`config.mk`:
```
export PLATFORM = sky130hd
export DESIGN_NAME = toy_mext_wb_buf
export DESIGN_NICKNAME = d
export VERILOG_FILES = /design/src/rtl/toy_mext_wb_buf.sv
export SDC_FILE = /design/constraint.sdc
export NUM_CORES = 1
export LEC_CHECK = 0
export CORE_MARGIN = 1.5
export CORE_UTILIZATION = 54
export CTS_BUF_LIST = sky130_fd_sc_hd__clkbuf_8 sky130_fd_sc_hd__clkbuf_16
export DETAILED_ROUTE_END_ITERATION = 10
export PLACE_DENSITY = 0.77
export SETUP_SLACK_MARGIN = 0.3
export SYNTH_ARGS = -nofsm -noshare
export SYNTH_HDL_FRONTEND = slang
export SYNTH_SLANG_ARGS = --single-unit
```
`constraint.sdc`:
```
create_clock -name clk -period 2.65 [get_ports clk]
set_input_delay 0.795 -clock clk [delete_from_list [all_inputs] [get_ports clk]]
set_output_delay 0.795 -clock clk [all_outputs]
set_load 0.005 [all_outputs]
```
`src/rtl/toy_mext_wb_buf.sv`:
```
// In-order writeback buffer between the M-extension execute unit and the shared
// register-file write/commit port, with valid/ready handshakes and a flush.
module toy_mext_wb_buf #(
    parameter int unsigned DEPTH          = 4,
    parameter int unsigned REG_WIDTH      = 32,
    parameter int unsigned INST_IDX_WIDTH = 8
) (
    input  logic                      clk,
    input  logic                      rst_n,
    input  logic                      in_vld,
    output logic                      in_rdy,
    input  logic [4:0]                in_reg_index,
    input  logic                      in_reg_wr_en,
    input  logic [REG_WIDTH-1:0]      in_reg_val,
    input  logic [INST_IDX_WIDTH-1:0] in_inst_idx,
    output logic                      wb_vld,
    input  logic                      wb_rdy,
    output logic [4:0]                wb_reg_index,
    output logic                      wb_reg_wr_en,
    output logic [REG_WIDTH-1:0]      wb_reg_val,
    output logic [INST_IDX_WIDTH-1:0] wb_inst_idx,
    output logic                      wb_commit_en,
    input  logic                      flush,
    output logic [$clog2(DEPTH):0]    occupancy
);

    localparam int unsigned PtrW = $clog2(DEPTH);

    logic [PtrW-1:0] wr_ptr_q, wr_ptr_d;
    logic [PtrW-1:0] rd_ptr_q, rd_ptr_d;
    logic [PtrW:0]   count_q, count_d;

    logic [4:0]                rd_mem  [DEPTH];
    logic                      we_mem  [DEPTH];
    logic [REG_WIDTH-1:0]      val_mem [DEPTH];
    logic [INST_IDX_WIDTH-1:0] idx_mem [DEPTH];

    logic push, pop;

    // count never exceeds DEPTH, so its MSB alone marks the full state.
    assign in_rdy       = ~count_q[PtrW] & ~flush;
    assign wb_vld       = (count_q != '0) & ~flush;
    assign push         = in_vld & in_rdy;
    assign pop          = wb_vld & wb_rdy;
    assign wb_commit_en = pop;
    assign occupancy    = count_q;

    assign wb_reg_index = rd_mem[rd_ptr_q];
    assign wb_reg_wr_en = we_mem[rd_ptr_q] & (rd_mem[rd_ptr_q] != 5'd0);
    assign wb_reg_val   = val_mem[rd_ptr_q];
    assign wb_inst_idx  = idx_mem[rd_ptr_q];

    always_comb begin
        wr_ptr_d = wr_ptr_q;
        rd_ptr_d = rd_ptr_q;
        count_d  = count_q;
        if (flush) begin
            wr_ptr_d = '0;
            rd_ptr_d = '0;
            count_d  = '0;
        end else begin
            if (push) wr_ptr_d = wr_ptr_q + PtrW'(1);
            if (pop)  rd_ptr_d = rd_ptr_q + PtrW'(1);
            case ({push, pop})
                2'b10:   count_d = count_q + (PtrW+1)'(1);
                2'b01:   count_d = count_q - (PtrW+1)'(1);
                default: count_d = count_q;
            endcase
        end
    end

    always_ff @(posedge clk or negedge rst_n) begin
        if (!rst_n) begin
            wr_ptr_q <= '0;
            rd_ptr_q <= '0;
            count_q  <= '0;
        end else begin
            wr_ptr_q <= wr_ptr_d;
            rd_ptr_q <= rd_ptr_d;
            count_q  <= count_d;
        end
    end

    always_ff @(posedge clk) begin
        if (push) begin
            rd_mem[wr_ptr_q]  <= in_reg_index;
            we_mem[wr_ptr_q]  <= in_reg_wr_en;
            val_mem[wr_ptr_q] <= in_reg_val;
            idx_mem[wr_ptr_q] <= in_inst_idx;
        end
    end

endmodule

```
==> flow_metrics.env <==
export IMPL_async_flop_share_pct=3.665
export IMPL_die_area_um2=13850
export IMPL_fmax_mhz=321.0
export IMPL_violations="setup timing"
export IMPL_clk_path_buf_depth=2
export IMPL_place_area_um2=8645
export IMPL_cp_start_kind="flop"
export IMPL_ys_ff_latch=191
export IMPL_grt_pass1_wl_um=20810
export IMPL_crit_chain="buf_6 > mux4_2 > or4_4 > o21a_1 > buf_2"
export IMPL_ys_warn_count=0
export IMPL_hold_viol=0
export IMPL_synthDistinctLibCells=27
export IMPL_met2_length_um=6690
export IMPL_synthFlopType="edfxtp_1"
export IMPL_post_route_period_util_pct=117.6
export IMPL_top_layer="met4"
export IMPL_end_kind="output pin"
export IMPL_power_density_nw_per_um2=881.2
export IMPL_synth_cell_area_um2=7103
export IMPL_fin_worst_skew_ns=0.006221
export IMPL_synth_top_cell_by_area="edfxtp_1"
export IMPL_cts_root_buf="clkbuf_16"
export IMPL_drv_slew=0
export IMPL_gp_congestion=0.7682
export IMPL_drt_iter0_markers=211
export IMPL_totalWireLength_um=13050
export IMPL_ant_nets=0
export IMPL_grt_pass1_vias=3797
export IMPL_route_met3_wl_um=785
export IMPL_wl_per_cell_um=19.86
export IMPL_fin_tns_setup_ns=-9.124
export IMPL_cts_tree="yes"
export IMPL_cts_num_sinks=191
export IMPL_setup_viol=42
export IMPL_critPathMaxStageDelay_ns=0.52
export IMPL_syn_inst=287
export IMPL_area_growth_pct=35.14
export IMPL_drive_above_1_share_pct=43.51
export IMPL_ys_top_cells_by_area="edfxtp_1 (78%), mux4_2 (14%), dfrtp_1 (2.5%)"
export IMPL_drv_cap=0
export IMPL_critPathTopFamily="multiplexers"
export IMPL_fin_area_um2=9599
export IMPL_yosysSeqAreaShare_pct=80.25
export IMPL_arrival_ns=2.32
export IMPL_synthTopCellsByCount="edfxtp_1 (184), mux4_2 (44), dfrtp_1 (7)"
export IMPL_synthesis_nets=343
export IMPL_drtPass1Iterations=4
export IMPL_min_period_ns=3.115
export IMPL_avgSynthCellArea_um2=24.75
export IMPL_clk_insertion_delay_late_ns=0.42
export IMPL_ir_drop_mv=0.4430
export IMPL_portBuffers=102
export IMPL_fin_nets=528
export IMPL_via_count=3493
export IMPL_final_cell_count_no_fill=657
export IMPL_max_slew_margin_rel_pct=76.11
export IMPL_io_pins=103
export IMPL_fp_dieH_um=117.7
export IMPL_cts_buffers=17
export IMPL_critPathSlowestCell="mux4_2"
export IMPL_m1WireLength_um=5397
export IMPL_vias_per_cell=5.317
export IMPL_diodes=0
export IMPL_synth_edf_count=184
export IMPL_place_inst=582
export IMPL_power_w=0.008459
export IMPL_initial_core_util_pct=55.83
export IMPL_status="finished with violations"
export IMPL_fp_dieW_um=117.7
export IMPL_grt_total_usage_pct=20.25
export IMPL_coreArea_um2=12720
export IMPL_antenna_found_initial=0
export IMPL_power_leakage_nw=3.346
export IMPL_dp_hpwl_um=8254
export IMPL_rsz0062_at_grt="true"
export IMPL_postCtsHoldBufs=0
export IMPL_yosys_cell_count_top_type="edfxtp_1"
export IMPL_cts_htree_levels=4
export IMPL_fin_ws_ns=-0.4653
export IMPL_cp_max_fo=6
export IMPL_grt_overflow=0
export IMPL_synth_top_cell_area_share_pct=77.79
export IMPL_critical_path_buf_inv_count=2
export IMPL_hold_path_class="flop to flop"
export IMPL_worstSetupPathType="flop to output pin"
export IMPL_route_detailed_drc=0
export IMPL_rows=41
export IMPL_required_ns=1.86
export IMPL_grt_max_degree=21
export IMPL_path_clk_slew_ns=0.06
export IMPL_worst_slew_pin_slew_ns=0.3572
-- worst register-to-register path, cell delays in order, from the launching register on --
cell	delay (ns)
dfrtp_1	0.45
nor3_4	0.26
nor3b_2	0.08
buf_4	0.13
buf_4	0.15
nor2b_1	0.14
fa_1	0.41
nor4b_2	0.30
a221o_1	0.14
-- kinds of logic after synthesis --
kind of cell             share of synthesized area, %
flip-flops                                      80.25
multiplexers                                    15.31
AND/OR/NAND/NOR                                 1.814
buffers and inverters                          0.9161
adder cells (fa/ha/maj)                        0.9865
AO/OA/AOI/OAI                                  0.3524
XOR/XNOR                                       0.3700
-- where the power goes --
part	internal (W)	switching (W)
Sequential	0.00356	0.000109
Combinational	0.00135	0.000777
Clock	0.00165	0.00101
-- path summary, 6_finish.rpt --
path | startpoint | end | slack [ns] | depth (start not counted)
setup / recovery | rd_ptr_q[0] | wb_reg_wr_en | -0.47 | 5
hold / removal | wr_ptr_q[0] | wr_ptr_q[0] | 0.63 | 2
setup reg to reg | occupancy[1] | occupancy[2] | 0.54 | 8
hold reg to reg | wr_ptr_q[0] | wr_ptr_q[0] | 0.63 | 2
max in group asynchronous | rst_n | rd_ptr_q[0] | 1.71 | 1
min in group asynchronous | rst_n | occupancy[0] | 0.64 | 1
-- cell type report --
class	count	area, um2
repair buffers	178	1682
clock inverters	15	201.4
fillers	745	3123
clock buffers	17	425.4
inverters	2	7.507
flip-flops and latches	191	5707
well taps	172	215.2
multi-input cells	82	1361
-- flip-flops by register name, summed over array words and instances, names as in the netlist --
signal and count:
occupancy 3, rd_mem 20, idx_mem 32, rd_ptr_q 2, wr_ptr_q 2, val_mem 128, we_mem 4
-- metrics by stage --
stage / util [%] / setup slack, ns / hold WS, ns
after floorplan: - / 0.1540 / 0.4994
after global placement: 67.95 / -0.3752 / 0.5629
after detailed placement: 67.95 / -0.3720 / 0.5723
after CTS: 73.85 / -0.4885 / 0.6151
after global routing: 75.45 / -0.5457 / 0.6606
final: 75.45 / -0.4653 / 0.6293
-- per-layer routing --
layer	global-route usage (%)	up-vias
li1	-	1586
met1	26.27	1776
met2	32.93	113
met3	6.541	18
met4	6.555	0
met5	0	-
-- cells in the final DEF, fill, tap and decap left out, types with 4 or more instances in the layout --
cell type | netlist | routed
nor2_1 | 5 | 5
nor2b_1 | 5 | 5
buf_6 | 1 | 34
bufinv_16 | 0 | 5
clkbuf_16 | 0 | 17
inv_1 | 2 | 5
buf_4 | 0 | 41
ha_1 | 4 | 4
mux4_2 | 44 | 46
dfrtp_1 | 7 | 4
edfxtp_1 | 184 | 184
dlygate4sd2_1 | 0 | 4
and2_4 | 0 | 4
clkinv_2 | 0 | 4
buf_2 | 4 | 31
clkdlybuf4s50_1 | 0 | 51
buf_12 | 0 | 13
-- what timing repair did --
item / 4_1_cts / 5_1_grt
pin swaps: 3 / 1
endpoints found under the setup margin: 50 / 48
gates resized for setup: 215 / 27
buffers inserted: 29 / 14
endpoints found under the hold margin: 0 / 0
Note: power is estimated with default switching activity, not from simulation.
==> edit: new RTL, same flow settings <==
Make the reset (`rst_n`) synchronous in one clocked block.
--- a/src/rtl/toy_mext_wb_buf.sv
+++ b/src/rtl/toy_mext_wb_buf.sv
@@ -69,7 +69,7 @@
         end
     end
 
-    always_ff @(posedge clk or negedge rst_n) begin
+    always_ff @(posedge clk) begin
         if (!rst_n) begin
             wr_ptr_q <= '0;
             rd_ptr_q <= '0;
Formal check against the unedited RTL: differs if rst_n is asserted again (counterexample within 4 cycles, from zero or initial values and one cycle with rst_n low); with rst_n held inactive, the same outputs for 4 cycles.
==> edit against the original RTL <==
The flow still finishes with violations (negative setup slack); via count shrank 0.46%; setup slack gained 0.087 ns; area after synthesis shrank 0.21%; critical path depth shrank 1; routed wire length grew 4.9%; non-clock buffer count shrank 28; global-route usage shrank 0.59 points; die area shrank 0.20%; final area shrank 1.1%; fmax grew 2.9%; sequential cell count grew 2; critical endpoint unchanged.
Power is not compared: it rests on default switching activity, and its combinational part moved more than twofold at a synthesized area within 25%.
==> edit: results (changes against the original RTL) <==
r2r_cells: 9  # +1
vias: 3477  # -0.46%
cts_root_buf: "clkbuf_16"
tightest_slew_ns: 0.377  # +0.0200 ns
synthDistinctLibCells: 23  # -15%
timing.setup.tns_ns: -3.67  # +5.45 ns
dpl.hpwl_microns: 8300  # +0.51%
final_nets: 509  # -3.6%
final.setup_skew_ns: 0.0143  # +0.00804 ns
outcome: "complete, but fails checks"
p_leak_nw: 3.35
endpoint: "wb_reg_wr_en"
finalSetupViolations: 21  # -50%
wl_per_cell_microns: 21.5  # +8.2%
violations: "negative setup slack"
grt_pass1_vias: 3621  # -4.6%
rr_startpoint: "occupancy[0]"
path_max_fanout: 7  # +1
routabilityCongestion: 0.709  # -7.7%
ys_ff_latch: 193  # +1.0%
synth_nets: 351  # +2.3%
grtUsageTotal: 0.197  # -0.00595
rrSetupSlack_ns: 0.40  # -0.14 ns
grt.met3_usage: 0.0412  # -0.0242
antenna_found_initial: 0  # unchanged
synth_common_cells: "184 x edfxtp_1, 46 x mux4_2, 11 x nor2_1, 9 x dfxtp_1, 6 x inv_1"
dpl-instance-area_sq_mm: 0.00864  # -0.10%
grt_max_degree: 25  # +19%
grt_pass1_wl_microns: 20000  # -4.0%
drive_gt1_frac: 0.329  # -0.106
drt_iter0_markers: 436  # +110%
r2r_end: "occupancy[2]"
synth-async-reset-ratio: 0  # -0.0366
use_met1: 0.239  # -0.0233
met2_usage: 0.338  # +0.00892
ys_seq_area_frac: 0.805  # +0.00241
fin_ws_ns: -0.379  # +0.0865 ns
edit: power breakdown:
group | internal (W) | switching [W] | total (W)
Clock | 0.00119 | 0.00104 | 0.00223
Combinational | 0.000181 | 0.000117 | 0.000298
Sequential | 0.00338 | 0.0000128 | 0.00340
edit: kinds of logic after synthesis:
logic type,share of synthesized area
adder cells (fa/ha/maj),0.0117
XOR/XNOR,0.00618
AO/OA/AOI/OAI,0.00388
multiplexers,0.146
flip-flops,0.805
buffers and inverters,0.0108
AND/OR/NAND/NOR,0.0164
edit: critical path, stage by stage (launching register included):
cell and delay, ns:
dfxtp_4 0.41, mux4_2 0.55, or4_4 0.54, o21a_1 0.19, buf_2 0.12
edit: how the worst min path moves through the flow:
| stage | slack (ns) | startpoint | cells past startpoint | endpoint |
|---|---|---|---|---|
| 2_1_floorplan | 0.49 | rd_ptr_q[1] | 2 | flop |
| 3_3_place_gp | 0.51 | rd_ptr_q[1] | 2 | flop |
| 3_5_place_dp | 0.52 | rd_ptr_q[1] | 2 | flop |
| 4_1_cts | 0.53 | rd_ptr_q[1] | 2 | flop |
| 5_1_grt | 0.58 | rd_ptr_q[1] | 2 | flop |
| 6_report | 0.53 | rd_ptr_q[1] | 2 | rd_ptr_q[1] |
edit: what timing repair did:
item                       in CTS  in global routing
pin swaps                       3                  7
buffers inserted                5                 13
setup endpoints to repair      50                 49
gates cloned                    0                  4
gates resized for setup        31                 64
edit: per-stage QoR:
stage | setup WS, ns | cells
3_3_place_gp | -0.241 | 583
2_1_floorplan | 0.201 | 294
3_5_place_dp | -0.271 | 583
6_report | -0.379 | 637
5_1_grt | -0.458 | 637
4_1_cts | -0.391 | 620
edit: area by class of cell:
type / count / area [sq um]
inverter: 6 / 22.5
clock inverter: 15 / 95.1
fill: 735 / 3230
multi-input combinational: 84 / 1360
tap: 172 / 215
timing repair buffer: 150 / 1670
sequential: 193 / 5710
clock buffer: 17 / 425
edit: routing by layer:
layer,up-vias,part of all wire
li1,1549,-
met1,1799,0.39
met2,118,0.55
met3,11,0.048
met4,0,0.014
met5,-,0
